File: src/rtl/dn_pkg.sv
// Shared definitions for the distribution-network datapath: default tree
// geometry and lane helpers used by the router tree and the leaf collector.
package dn_pkg;

  localparam int DN_NUM_LANES  = 8;
  localparam int DN_TREE_DEPTH = $clog2(DN_NUM_LANES);

  // Helper operands are zero-extended to these maxima by the caller.
  localparam int DN_MAX_DW    = 32;
  localparam int DN_MAX_LANES = 32;
  localparam int DN_MAX_BUS   = DN_MAX_DW * DN_MAX_LANES;
  localparam int DN_CNT_W     = 8;

  function automatic logic [DN_MAX_DW-1:0] lane_slice(
    input logic [DN_MAX_BUS-1:0] bus,
    input int                    idx,
    input int                    dw
  );
    logic [DN_MAX_DW-1:0] m;
    m = '1;
    m = m >> (DN_MAX_DW - dw);
    return DN_MAX_DW'(bus >> (idx * dw)) & m;
  endfunction

  function automatic logic [DN_CNT_W-1:0] popcount(input logic [DN_MAX_LANES-1:0] v);
    logic [DN_CNT_W-1:0] cnt;
    cnt = '0;
    for (int i = 0; i < DN_MAX_LANES; i++) begin
      cnt = cnt + DN_CNT_W'(v[i]);
    end
    return cnt;
  endfunction

endpackage

File: src/rtl/dn_vec_fifo.sv
// Generic synchronous FIFO with occupancy count; a push into a full FIFO is
// accepted only when a pop frees the head slot in the same cycle.
module dn_vec_fifo #(
  parameter int WIDTH = 72,
  parameter int DEPTH = 2
) (
  input  logic                       clk,
  input  logic                       rst_n,
  input  logic                       push,
  input  logic [WIDTH-1:0]           wr_data,
  input  logic                       pop,
  output logic [WIDTH-1:0]           rd_data,
  output logic [$clog2(DEPTH):0]     count,
  output logic                       full,
  output logic                       empty
);

  localparam int AW = $clog2(DEPTH);
  localparam int CW = AW + 1;

  logic [WIDTH-1:0] mem [DEPTH];
  logic [AW-1:0]    wr_ptr;
  logic [AW-1:0]    rd_ptr;
  logic             do_push;
  logic             do_pop;

  assign empty   = (count == '0);
  assign full    = (count == CW'(DEPTH));
  assign do_pop  = pop & ~empty;
  assign do_push = push & (~full | do_pop);
  assign rd_data = empty ? '0 : mem[rd_ptr];

  always_ff @(posedge clk or negedge rst_n) begin
    if (!rst_n) begin
      wr_ptr <= '0;
      rd_ptr <= '0;
      count  <= '0;
      for (int i = 0; i < DEPTH; i++) begin
        mem[i] <= '0;
      end
    end else begin
      if (do_push) begin
        mem[wr_ptr] <= wr_data;
        wr_ptr      <= wr_ptr + AW'(1);
      end
      if (do_pop) begin
        rd_ptr <= rd_ptr + AW'(1);
      end
      if (do_push && !do_pop) begin
        count <= count + CW'(1);
      end else if (do_pop && !do_push) begin
        count <= count - CW'(1);
      end
    end
  end

endmodule

File: src/rtl/dn_leaf_collector.sv
// Leaf-side collector of the DN router tree: tracks launched vectors through
// the tree latency, captures and masks leaf data, buffers it, returns credit.
module dn_leaf_collector
  import dn_pkg::*;
#(
  parameter int DW_DATA    = 8,
  parameter int NUM_LANES  = DN_NUM_LANES,
  parameter int TREE_DEPTH = DN_TREE_DEPTH,
  parameter int FIFO_DEPTH = 2
) (
  input  logic                           clk,
  input  logic                           rst_n,
  input  logic                           set_en,
  input  logic                           route_en,
  input  logic [NUM_LANES-1:0]           lane_mask,
  input  logic [DW_DATA*NUM_LANES-1:0]   leaf_in,
  output logic                           credit_ok,
  output logic                           out_valid,
  input  logic                           out_ready,
  output logic [DW_DATA*NUM_LANES-1:0]   out_data,
  output logic [NUM_LANES-1:0]           out_mask,
  output logic                           overflow
);

  localparam int BUS_W  = DW_DATA * NUM_LANES;
  localparam int FIFO_W = BUS_W + NUM_LANES;
  localparam int CNT_W  = $clog2(FIFO_DEPTH) + 1;
  localparam int OCC_W  = DN_CNT_W + 1;

  logic [TREE_DEPTH-1:0] dl_valid;
  logic [NUM_LANES-1:0]  dl_mask [TREE_DEPTH];

  logic                  capture;
  logic [BUS_W-1:0]      cap_data;
  logic [DN_MAX_BUS-1:0] leaf_ext;
  logic [FIFO_W-1:0]     fifo_rd;
  logic [CNT_W-1:0]      fifo_count;
  logic                  fifo_full;
  logic                  fifo_empty;
  logic                  pop;
  logic [DN_CNT_W-1:0]   inflight;
  logic [OCC_W-1:0]      occupancy;

  // Tag delay line mirrors the router pipeline; route_en low empties it
  // because the tree drives zeros instead of the launched vectors.
  always_ff @(posedge clk or negedge rst_n) begin
    if (!rst_n) begin
      dl_valid <= '0;
      for (int s = 0; s < TREE_DEPTH; s++) begin
        dl_mask[s] <= '0;
      end
    end else begin
      dl_valid[0] <= set_en & route_en;
      dl_mask[0]  <= lane_mask;
      for (int s = 1; s < TREE_DEPTH; s++) begin
        dl_valid[s] <= dl_valid[s-1] & route_en;
        dl_mask[s]  <= dl_mask[s-1];
      end
    end
  end

  assign capture  = dl_valid[TREE_DEPTH-1] & route_en;
  assign leaf_ext = DN_MAX_BUS'(leaf_in);

  always_comb begin
    cap_data = '0;
    for (int i = 0; i < NUM_LANES; i++) begin
      cap_data[i*DW_DATA +: DW_DATA] = dl_mask[TREE_DEPTH-1][i]
        ? DW_DATA'(lane_slice(leaf_ext, i, DW_DATA)) : '0;
    end
  end

  // Output handshake: a beat transfers on any cycle where out_valid and
  // out_ready are both high; the head is held unchanged until then.
  assign out_valid = ~fifo_empty;
  assign pop       = out_valid & out_ready;

  dn_vec_fifo #(
    .WIDTH (FIFO_W),
    .DEPTH (FIFO_DEPTH)
  ) u_fifo (
    .clk     (clk),
    .rst_n   (rst_n),
    .push    (capture),
    .wr_data ({dl_mask[TREE_DEPTH-1], cap_data}),
    .pop     (pop),
    .rd_data (fifo_rd),
    .count   (fifo_count),
    .full    (fifo_full),
    .empty   (fifo_empty)
  );

  assign out_data = fifo_rd[BUS_W-1:0];
  assign out_mask = fifo_rd[FIFO_W-1:BUS_W];

  always_ff @(posedge clk or negedge rst_n) begin
    if (!rst_n) begin
      overflow <= 1'b0;
    end else if (capture && fifo_full && !pop) begin
      overflow <= 1'b1;
    end
  end

  // Credit counts every vector still inside the tree as already buffered.
  assign inflight  = popcount(DN_MAX_LANES'(dl_valid));
  assign occupancy = OCC_W'(fifo_count) + OCC_W'(inflight);
  assign credit_ok = occupancy < OCC_W'(FIFO_DEPTH);

endmodule

File: config.mk
export PLATFORM = sky130hd
export DESIGN_NAME = dn_leaf_collector
export DESIGN_NICKNAME = d
export VERILOG_FILES = /design/src/rtl/dn_pkg.sv /design/src/rtl/dn_vec_fifo.sv /design/src/rtl/dn_leaf_collector.sv
export SDC_FILE = /design/constraint.sdc
export NUM_CORES = 1
export LEC_CHECK = 0
export ABC_AREA = 1
export CAP_MARGIN = 20
export CORE_AREA = 2 2 136 125
export CTS_BUF_LIST = sky130_fd_sc_hd__clkbuf_8
export DETAILED_ROUTE_END_ITERATION = 6
export DIE_AREA = 0 0 138 127
export PLACE_DENSITY = 0.79
export SLEW_MARGIN = 25
export SYNTH_ARGS = -nofsm -noshare
export SYNTH_HDL_FRONTEND = slang
export SYNTH_SLANG_ARGS = --single-unit
File: constraint.sdc
create_clock -name clk -period 2.45 [get_ports clk]
set_input_delay 0.49 -clock clk [delete_from_list [all_inputs] [get_ports clk]]
set_output_delay 0.49 -clock clk [all_outputs]
set_load 0.05 [all_outputs]
==> impl_metrics.toml, run 1 <==
[drt]
vias = 7820
route.detailed.drc = 0
drt-vias-per-instance = 5.558
first_pass_iters = 6
drt-wirelength-per-cell_um = 16.11
wirelength_mm = 22.66
ant_nets = 0
first_iter_violations = 793

[hold_path]
hp-class = "reg2reg"
min_from = "dl_mask[9]"
min_to = "dl_mask[1]"
holdPathStages = 0

[timing]
setup_slack_ns = -0.2796
max_freq_mhz = 366.4
final.min_clock_period_ns = 2.730
worst_slew_pin_slew_ns = 0.6088
rsz0062_at_grt = "true"
final-setup-viol-count = 1
period_share = 1.114
skew_ns = 0.01040
finalMaxSlewViolations = 0
finalHoldViolations = 0
relSlewSlack = 0.5941

[critical_path]
r2r_setup_slack_ns = 0.52
cp_data_required_time_ns = 1.96
critPathMaxStageDelay_ns = 0.55
setup.worst_path.class = "reg2out"
worstPathMaxFanout = 2
path_delay_family = "adder cells"
arrival_ns = 2.24
cp_slowest_cell = "fa_1"
r2r_start = "u_fifo.count[1]"
start_kind = "flip-flop"
r2r_cells = 9
crit_chain = "fa_1, nand2_1, inv_2, fa_1, nor2_2, buf_12"
reg2reg_to = "u_fifo.count[1]"
worstSetupEndpointType = "output port"
crit_buf_inv = 2
cpMostUsedCell = "fa_1"

[logic_synthesis]
syn_inst = 1083
synth_warnings = 0
yosys_register_bits = 176
synth.cell_area_um2 = 8670
syn-num-nets = 1163
yosysSeqAreaShare = 0.5080
avgSynthCellArea_um2 = 8.005
synth_cell_type_count = 22

[cells_and_area]
syn2layout_area_growth_pct = 30.81
fin_area_um2 = 11340
diodes = 0
drive_gt1_frac = 0.1342
nFillCells = 1248
mostFrequentLayoutCells = "nand2_1, dfrtp_1, nand4_1, buf_12, clkdlybuf4s50_1"
final_common_cell = "nand2_1"
finalNetCount = 1267

[place]
gp_congestion = 0.7942
postPlaceCellArea_um2 = 10840
portBuffers = 151
preCtsSetupSlack_ns = 0.1545
hpwl_mm = 13.53

[clock_tree]
ctsRootBufferMaster = "clkbuf_8"
clk_latency_ns = 0.47
cts_buffer_depth = 2
cts_tree = "built"
cts_inserted_buffers = 17
htree_levels = 4
clkSlewWorstSetupHoldPaths_ns = 0.09
cts.sinks = 176
post_cts_buffers = 0

[pwr]
p_sw_w = 0.004936
power.internal_w = 0.006590
pwr-share-comb = 0.490
pwr-share-clk = 0.184
power_per_cell_area_nw_per_um2 = 1016
power_w = 0.01153
ir_drop_mv = 0.7119
sequentialPowerShare = 0.325
leakage_nw = 5.817
p_sw_frac = 0.4283

[global_route]
track_usage = 0.2603
grt_max_degree = 75
grt_pass1_wl_mm = 36.98
antenna_found_initial = 0
first_global_vias = 7457
overflow = 0

[floorplan]
die_w_um = 138
core_area_um2 = 15970
ios = 152
initial_utilization = 0.5430
rows = 44
die_area_um2 = 17530
die_h_um = 127

[job]
drv_cap = 0

[outcome]
outcome = "finished, violations left"
violations = "negative setup slack"
==> sequential cells by signal, indices dropped and copies added, names as in the netlist <==
signal         flops
overflow           1
u_fifo.mem       144
dl_mask           24
u_fifo.rd_ptr      1
u_fifo.count       2
dl_valid           3
u_fifo.wr_ptr      1
==> power by group through the flow <==
stage / clock network (W) / logic, W / registers, W
after global placement: 0 / 0.00552 / 0.00376
after detailed placement: 0 / 0.00557 / 0.00379
after floorplan: 0 / 0.00322 / 0.00371
after CTS: 0.00215 / 0.00559 / 0.00374
after global routing: 0.00228 / 0.00594 / 0.00381
final: 0.00212 / 0.00565 / 0.00375
==> stage by stage <==
| stage | utilization | std cells | TNS, ns | hold WS [ns] |
|---|---|---|---|---|
| 6_report | 0.7103 | 1407 | -0.2796 | 0.3531 |
| 2_1_floorplan | - | 1083 | 0 | 0.1944 |
| 3_5_place_dp | 0.6788 | 1374 | 0 | 0.3356 |
| 5_1_grt | 0.7103 | 1407 | -0.3719 | 0.3655 |
| 4_1_cts | 0.7066 | 1407 | -0.3211 | 0.3565 |
| 3_3_place_gp | 0.6788 | 1374 | 0 | 0.3321 |
==> per-layer routing <==
layer	up-vias	GRT usage	wire, um
met4	0	0.1020	378
met3	27	0.04835	2090
li1	3685	-	-
met1	3702	0.3571	9397
met5	-	0	0
met2	406	0.4164	10800
==> cell usage after synthesis, drive strengths merged <==
master | count | area [um2]
o21bai | 1 | 7.510
nor2 | 2 | 10.01
fa | 2 | 40.04
buf | 79 | 596.8
clkbuf | 12 | 52.55
nand2 | 509 | 1911
inv | 78 | 292.8
ha | 1 | 12.51
nand4 | 145 | 907.1
a21oi | 72 | 360.4
xnor2 | 1 | 8.760
nand3 | 4 | 57.55
dfrtp | 176 | 4404
xor2 | 1 | 8.760
==> kinds of logic after synthesis <==
logic type | after synthesis | share of synthesized area
and+or+nand+nor | 660 | 0.3328
DFF | 176 | 0.5080
AOI/OAI and AO/OA | 73 | 0.04243
adders and majority gates | 3 | 0.006061
buffers and inverters | 169 | 0.1087
xor gates and xnor gates | 2 | 0.002021
==> area by class of cell <==
class / count / area (um2) / share of cell area
multi-input cells: 738 / 3398 / 0.2996
well taps: 207 / 259.0 / 0.02284
inverters: 78 / 297.8 / 0.02626
clock inverters: 13 / 161.4 / 0.01423
clock buffers: 19 / 261.5 / 0.02306
flip-flops and latches: 176 / 4407 / 0.3886
repair buffers: 176 / 2556 / 0.2254
==> worst max-delay path by stage <==
stage | from | endpoint | slack (ns) | cells past startpoint
floorplan | dl_valid[0] | credit_ok | 0.09 | 5
global placement | dl_valid[0] | credit_ok | 0.21 | 6
detailed placement | dl_valid[0] | credit_ok | 0.15 | 6
CTS | dl_valid[0] | credit_ok | -0.32 | 6
global route | dl_valid[0] | credit_ok | -0.37 | 6
finish | dl_valid[0] | credit_ok | -0.28 | 6
==> repair_timing <==
action,4_1_cts,5_1_grt
pin swaps,1,0
resized for setup,3,17
cloned,0,0
setup endpoints to repair,34,17
endpoints found under the hold margin,52,0
hold buffers,1,0
Power figures use the tool's default switching activity.
==> run 2, diff against run 1 <==
Settings changed: CORE_AREA 2 2 136 125 to 2 2 138 127, CTS_BUF_LIST sky130_fd_sc_hd__clkbuf_8 to default, DIE_AREA 0 0 138 127 to 0 0 140 129, PLACE_DENSITY 0.79 to 0.77.
==> impl_metrics.toml, run 2 (synthesis results as in run 1) <==
[outcome]
outcome = "finished, violations left"
violations = "design-rule violations, negative setup slack"

[drt]
drt-wirelength-per-cell_um = 16.14
drt-vias-per-instance = 5.493
wirelength_mm = 22.75
route.detailed.drc = 10
first_iter_violations = 902
vias = 7740
ant_nets = 0
first_pass_iters = 7

[floorplan]
core_area_um2 = 16610
die_h_um = 129
ios = 152
rows = 45
die_w_um = 140
initial_utilization = 0.5220
die_area_um2 = 18060

[place]
placed_cells = 1375
hpwl_mm = 13.20
preCtsSetupSlack_ns = 0.1907
gp_congestion = 0.7662
portBuffers = 151

[cells_and_area]
finalNetCount = 1265
mostFrequentLayoutCells = "nand2_1, dfrtp_1, nand4_1, buf_12, clkdlybuf4s50_1"
syn2layout_area_growth_pct = 32.75
reg_top3 = "u_fifo.mem x144, dl_mask x24, dl_valid x3"
largest_register = "u_fifo.mem"
final_cells = 1409
largest_register_ff_count = 144
diodes = 0
final_common_cell = "nand2_1"
drive_gt1_frac = 0.1177

[pwr]
leakage_nw = 5.922
power_w = 0.01233
p_sw_w = 0.004948
power_per_cell_area_nw_per_um2 = 1072
pwr-share-clk = 0.239
sequentialPowerShare = 0.305
ir_drop_mv = 0.8375
p_sw_frac = 0.4011
pwr-share-comb = 0.456
power.internal_w = 0.007387

[timing]
rsz0062_at_grt = "true"
relSlewSlack = 0.4029
finalHoldViolations = 0
setup_slack_ns = -0.2074
worst_hold_slack_ns = 0.3470
finalMaxSlewViolations = 0
worst_slew_pin_slew_ns = 0.8957
period_share = 1.085
final.min_clock_period_ns = 2.657
skew_ns = 0.009672
tns_ns = -0.2074
final-setup-viol-count = 1
max_freq_mhz = 376.3

[critical_path]
path_delay_family = "adder cells"
crit_chain = "fa_1, nand2_1, inv_1, fa_1, nor2_2, buf_12"
setup.worst_path.class = "reg2out"
arrival_ns = 2.17
worstSetupEndpointType = "output port"
worstPathMaxFanout = 2
crit_buf_inv = 2
critPathMaxStageDelay_ns = 0.53
r2r_setup_slack_ns = 0.55
cp-startpoint = "dl_valid[0]"
start_kind = "flip-flop"
r2r_start = "u_fifo.count[1]"
cp_slowest_cell = "fa_1"
cp_data_required_time_ns = 1.96
cpMostUsedCell = "fa_1"

[clock_tree]
clk_latency_ns = 0.43
cts.sinks = 176
ctsRootBufferMaster = "clkbuf_16"
clkSlewWorstSetupHoldPaths_ns = 0.06
cts_buffer_depth = 2
cts_inserted_buffers = 17
cts_tree = "built"
htree_levels = 4

[global_route]
track_usage = 0.2573
overflow = 0
first_global_vias = 7466
grt_max_degree = 105
antenna_found_initial = 0
grt_pass1_wl_mm = 37.18

[hold_path]
hp-class = "reg2reg"
min_from = "dl_mask[16]"

[job]
drv_cap = 0
run 2: changes by cell type in the layout (fill, tap and decap cells not counted), moves of 2 or more:
cell        before  now
a21oi_1         54   69
a21oi_2         18    3
buf_4           15   12
bufinv_16        3    5
clkbuf_1         0    2
clkbuf_16        0   17
clkbuf_8        19    2
clkinv_2         3    5
clkinv_4         2    0
clkinvlp_4       4    2
run 2: power groups by stage:
stage | logic (W) | registers, W | clock network [W]
6_report | 0.00563 | 0.00376 | 0.00295
5_1_grt | 0.00592 | 0.00382 | 0.00311
2_1_floorplan | 0.00322 | 0.00371 | 0
3_5_place_dp | 0.00558 | 0.00379 | 0
4_1_cts | 0.00561 | 0.00375 | 0.00298
3_3_place_gp | 0.00553 | 0.00378 | 0
run 2: path summary, 6_finish.rpt:
kind	to	cells past startpoint
setup / recovery	credit_ok	6
hold / removal	dl_mask[8]	0
setup reg to reg	u_fifo.count[1]	9
hold reg to reg	dl_mask[8]	0
max in group asynchronous	dl_mask[6]	3
min in group asynchronous	dl_mask[5]	2
run 2: cell type report:
cell class / count / area, um2
Timing Repair Buffer: 174 / 2554
Clock inverter: 11 / 185.2
Clock buffer: 21 / 460.4
Sequential cell: 176 / 4407
Fill cell: 1252 / 5101
Inverter: 78 / 296.5
Multi-Input combinational cell: 738 / 3342
Tap cell: 211 / 264.0
run 2: per-stage QoR:
step,util,area (um2)
floorplan,-,8672
global placement,0.6522,10830
detailed placement,0.6522,10830
CTS,0.6924,11500
global route,0.6929,11510
finish,0.6929,11510
run 2: worst reg2reg max path, stage by stage, from the launching register on:
cell	delay (ns)
dfrtp_1	0.50
nor2_4	0.17
buf_12	0.28
inv_1	0.14
nand2_1	0.14
ha_1	0.27
inv_1	0.10
nand3_1	0.09
nand2_1	0.06
nand2_1	0.06
run 2: layer usage:
layer  track usage  share of wire
met1        0.3490           0.43
met2        0.4202           0.48
met3       0.06029          0.082
met4       0.07308          0.011
met5             0              0
run 2: timing repair:
item / in CTS / in global routing
buffers inserted: 1 / 0
hold endpoints to repair: 4 / 0
endpoints found under the setup margin: 2 / 18
hold buffers: 1 / 0
gates resized for setup: 1 / 3
pin swaps: 1 / 0
==> run 3, diff against run 2 <==
Settings changed: CORE_AREA 2 2 138 127 to 2 2 131 133, DIE_AREA 0 0 140 129 to 0 0 133 135.
==> impl_metrics.toml, run 3 (synthesis results as in run 1) <==
[floorplan]
die_h_um = 135
core_area_um2 = 16410
die_area_um2 = 17960
die_w_um = 133
ios = 152
initial_utilization = 0.5284
rows = 47

[clock_tree]
cts_tree = "built"
cts.sinks = 176
htree_levels = 4
post_cts_buffers = 0
clk_latency_ns = 0.43
clkSlewWorstSetupHoldPaths_ns = 0.07
ctsRootBufferMaster = "clkbuf_16"
cts_buffer_depth = 2
cts_inserted_buffers = 17

[critical_path]
critPathMaxStageDelay_ns = 0.53
arrival_ns = 2.17
path_delay_family = "adder cells"
worstSetupEndpointType = "output port"
cp_slowest_cell = "fa_1"
reg2reg_to = "u_fifo.count[1]"
cp_data_required_time_ns = 1.96
start_kind = "flip-flop"
crit_buf_inv = 2
worstPathMaxFanout = 2
cpMostUsedCell = "fa_1"
setup.worst_path.class = "reg2out"
r2r_cells = 9
crit_chain = "fa_1, nand2_1, inv_2, fa_1, nor2_2, buf_12"
r2r_setup_slack_ns = 0.66
r2r_start = "u_fifo.count[0]"

[cells_and_area]
syn2layout_area_growth_pct = 32.17
mostFrequentLayoutCells = "nand2_1, dfrtp_1, nand4_1, buf_12, clkdlybuf4s50_1"
largest_register_ff_count = 144
final_cells = 1417
finalNetCount = 1264
largest_register = "u_fifo.mem"
reg_top3 = "u_fifo.mem x144, dl_mask x24, dl_valid x3"
diodes = 0
nFillCells = 1241
drive_gt1_frac = 0.1178
fin_util = 0.6984
final_common_cell = "nand2_1"

[pwr]
power_per_cell_area_nw_per_um2 = 1059
leakage_nw = 5.891
ir_drop_mv = 0.7289

[timing]
period_share = 1.085
finalMaxSlewViolations = 0
setup_slack_ns = -0.2090
relSlewSlack = 0.3984
max_freq_mhz = 376.1
worst_slew_pin_slew_ns = 0.9024
skew_ns = 0.009177
final-setup-viol-count = 1
final.min_clock_period_ns = 2.659
rsz0062_at_grt = "true"
finalHoldViolations = 0

[hold_path]
min_from = "dl_mask[8]"
hp-class = "reg2reg"
holdPathStages = 0
min_to = "dl_mask[0]"

[drt]
drt-vias-per-instance = 5.481
first_iter_violations = 767
drt-wirelength-per-cell_um = 15.87
ant_nets = 0
first_pass_iters = 5
wirelength_mm = 22.49
route.detailed.drc = 0
vias = 7766

[global_route]
overflow = 0
grt_max_degree = 122
track_usage = 0.2616
grt_pass1_wl_mm = 37.59
first_global_vias = 7564
antenna_found_initial = 0

[outcome]
violations = "negative setup slack"
outcome = "finished, violations left"

[place]
placed_cells = 1384
hpwl_mm = 13.11
gp_congestion = 0.7811
portBuffers = 151

[job]
drv_cap = 0
[run 3: changes by cell type in the layout (fill, tap and decap cells not counted), sizes merged]
cell / previous run / this run
bufinv: 5 / 3
clkinvlp: 2 / 3
inv: 77 / 79
clkbuf: 21 / 20
buf: 97 / 96
[run 3: worst max path at each step]
| stage | start | endpoint | slack [ns] | depth (start not counted) |
|---|---|---|---|---|
| 2_1_floorplan | dl_valid[0] | credit_ok | 0.09 | 5 |
| 3_3_place_gp | dl_valid[0] | credit_ok | 0.21 | 6 |
| 3_5_place_dp | dl_valid[0] | credit_ok | 0.19 | 6 |
| 4_1_cts | dl_valid[0] | credit_ok | -0.24 | 6 |
| 5_1_grt | dl_valid[0] | credit_ok | -0.31 | 6 |
| 6_report | dl_valid[0] | credit_ok | -0.21 | 6 |
[run 3: worst reg2reg max path, delay by kind of cell, from the launching register on]
kind,cells,cell delay [ns]
adders and majority gates,1,0.27
DFF,1,0.47
and+or+nand+nor,5,0.53
buffers and inverters,3,0.41
[run 3: layer usage]
metal | vias up | global-route usage | part of all wire
met1 | 3676 | 0.3609 | 0.43
met3 | 33 | 0.04279 | 0.073
met5 | - | 0 | 0
met4 | 0 | 0.09259 | 0.019
met2 | 357 | 0.4231 | 0.48
li1 | 3700 | - | -
[run 3: layout make-up]
class | count | area, um2 | share of cell area
Clock inverter | 12 | 157.7 | 0.01376
Tap cell | 220 | 275.3 | 0.02402
Timing Repair Buffer | 173 | 2525 | 0.2204
Multi-Input combinational cell | 738 | 3331 | 0.2907
Clock buffer | 20 | 466.7 | 0.04073
Sequential cell | 176 | 4408 | 0.3847
Inverter | 78 | 295.3 | 0.02577
[run 3: stage by stage]
step / power (W) / TNS (ns) / cell area, um2 / hold WS (ns) / worst slack [ns]
after floorplan: 0.006927 / 0 / 8672 / 0.1944 / 0.09136
after global placement: 0.009275 / 0 / 10820 / 0.3324 / 0.2106
after detailed placement: 0.009340 / 0 / 10820 / 0.3347 / 0.1939
after CTS: 0.01219 / -0.2403 / 11450 / 0.3511 / -0.2403
after global routing: 0.01268 / -0.3126 / 11460 / 0.3543 / -0.3126
final: 0.01214 / -0.2090 / 11460 / 0.3472 / -0.2090
[run 3: what timing repair did]
item | CTS | global route
endpoints found under the hold margin | 28 | 0
setup endpoints to repair | 4 | 11
hold buffers | 1 | 0
pin swaps | 1 | 0
resized for setup | 1 | 2
[run 3: where the power goes]
part	internal (W)	switching [W]	leakage, nW
combinational	0.00208	0.00346	3.28
clock	0.00169	0.00113	0.299
sequential	0.00342	0.000355	2.31
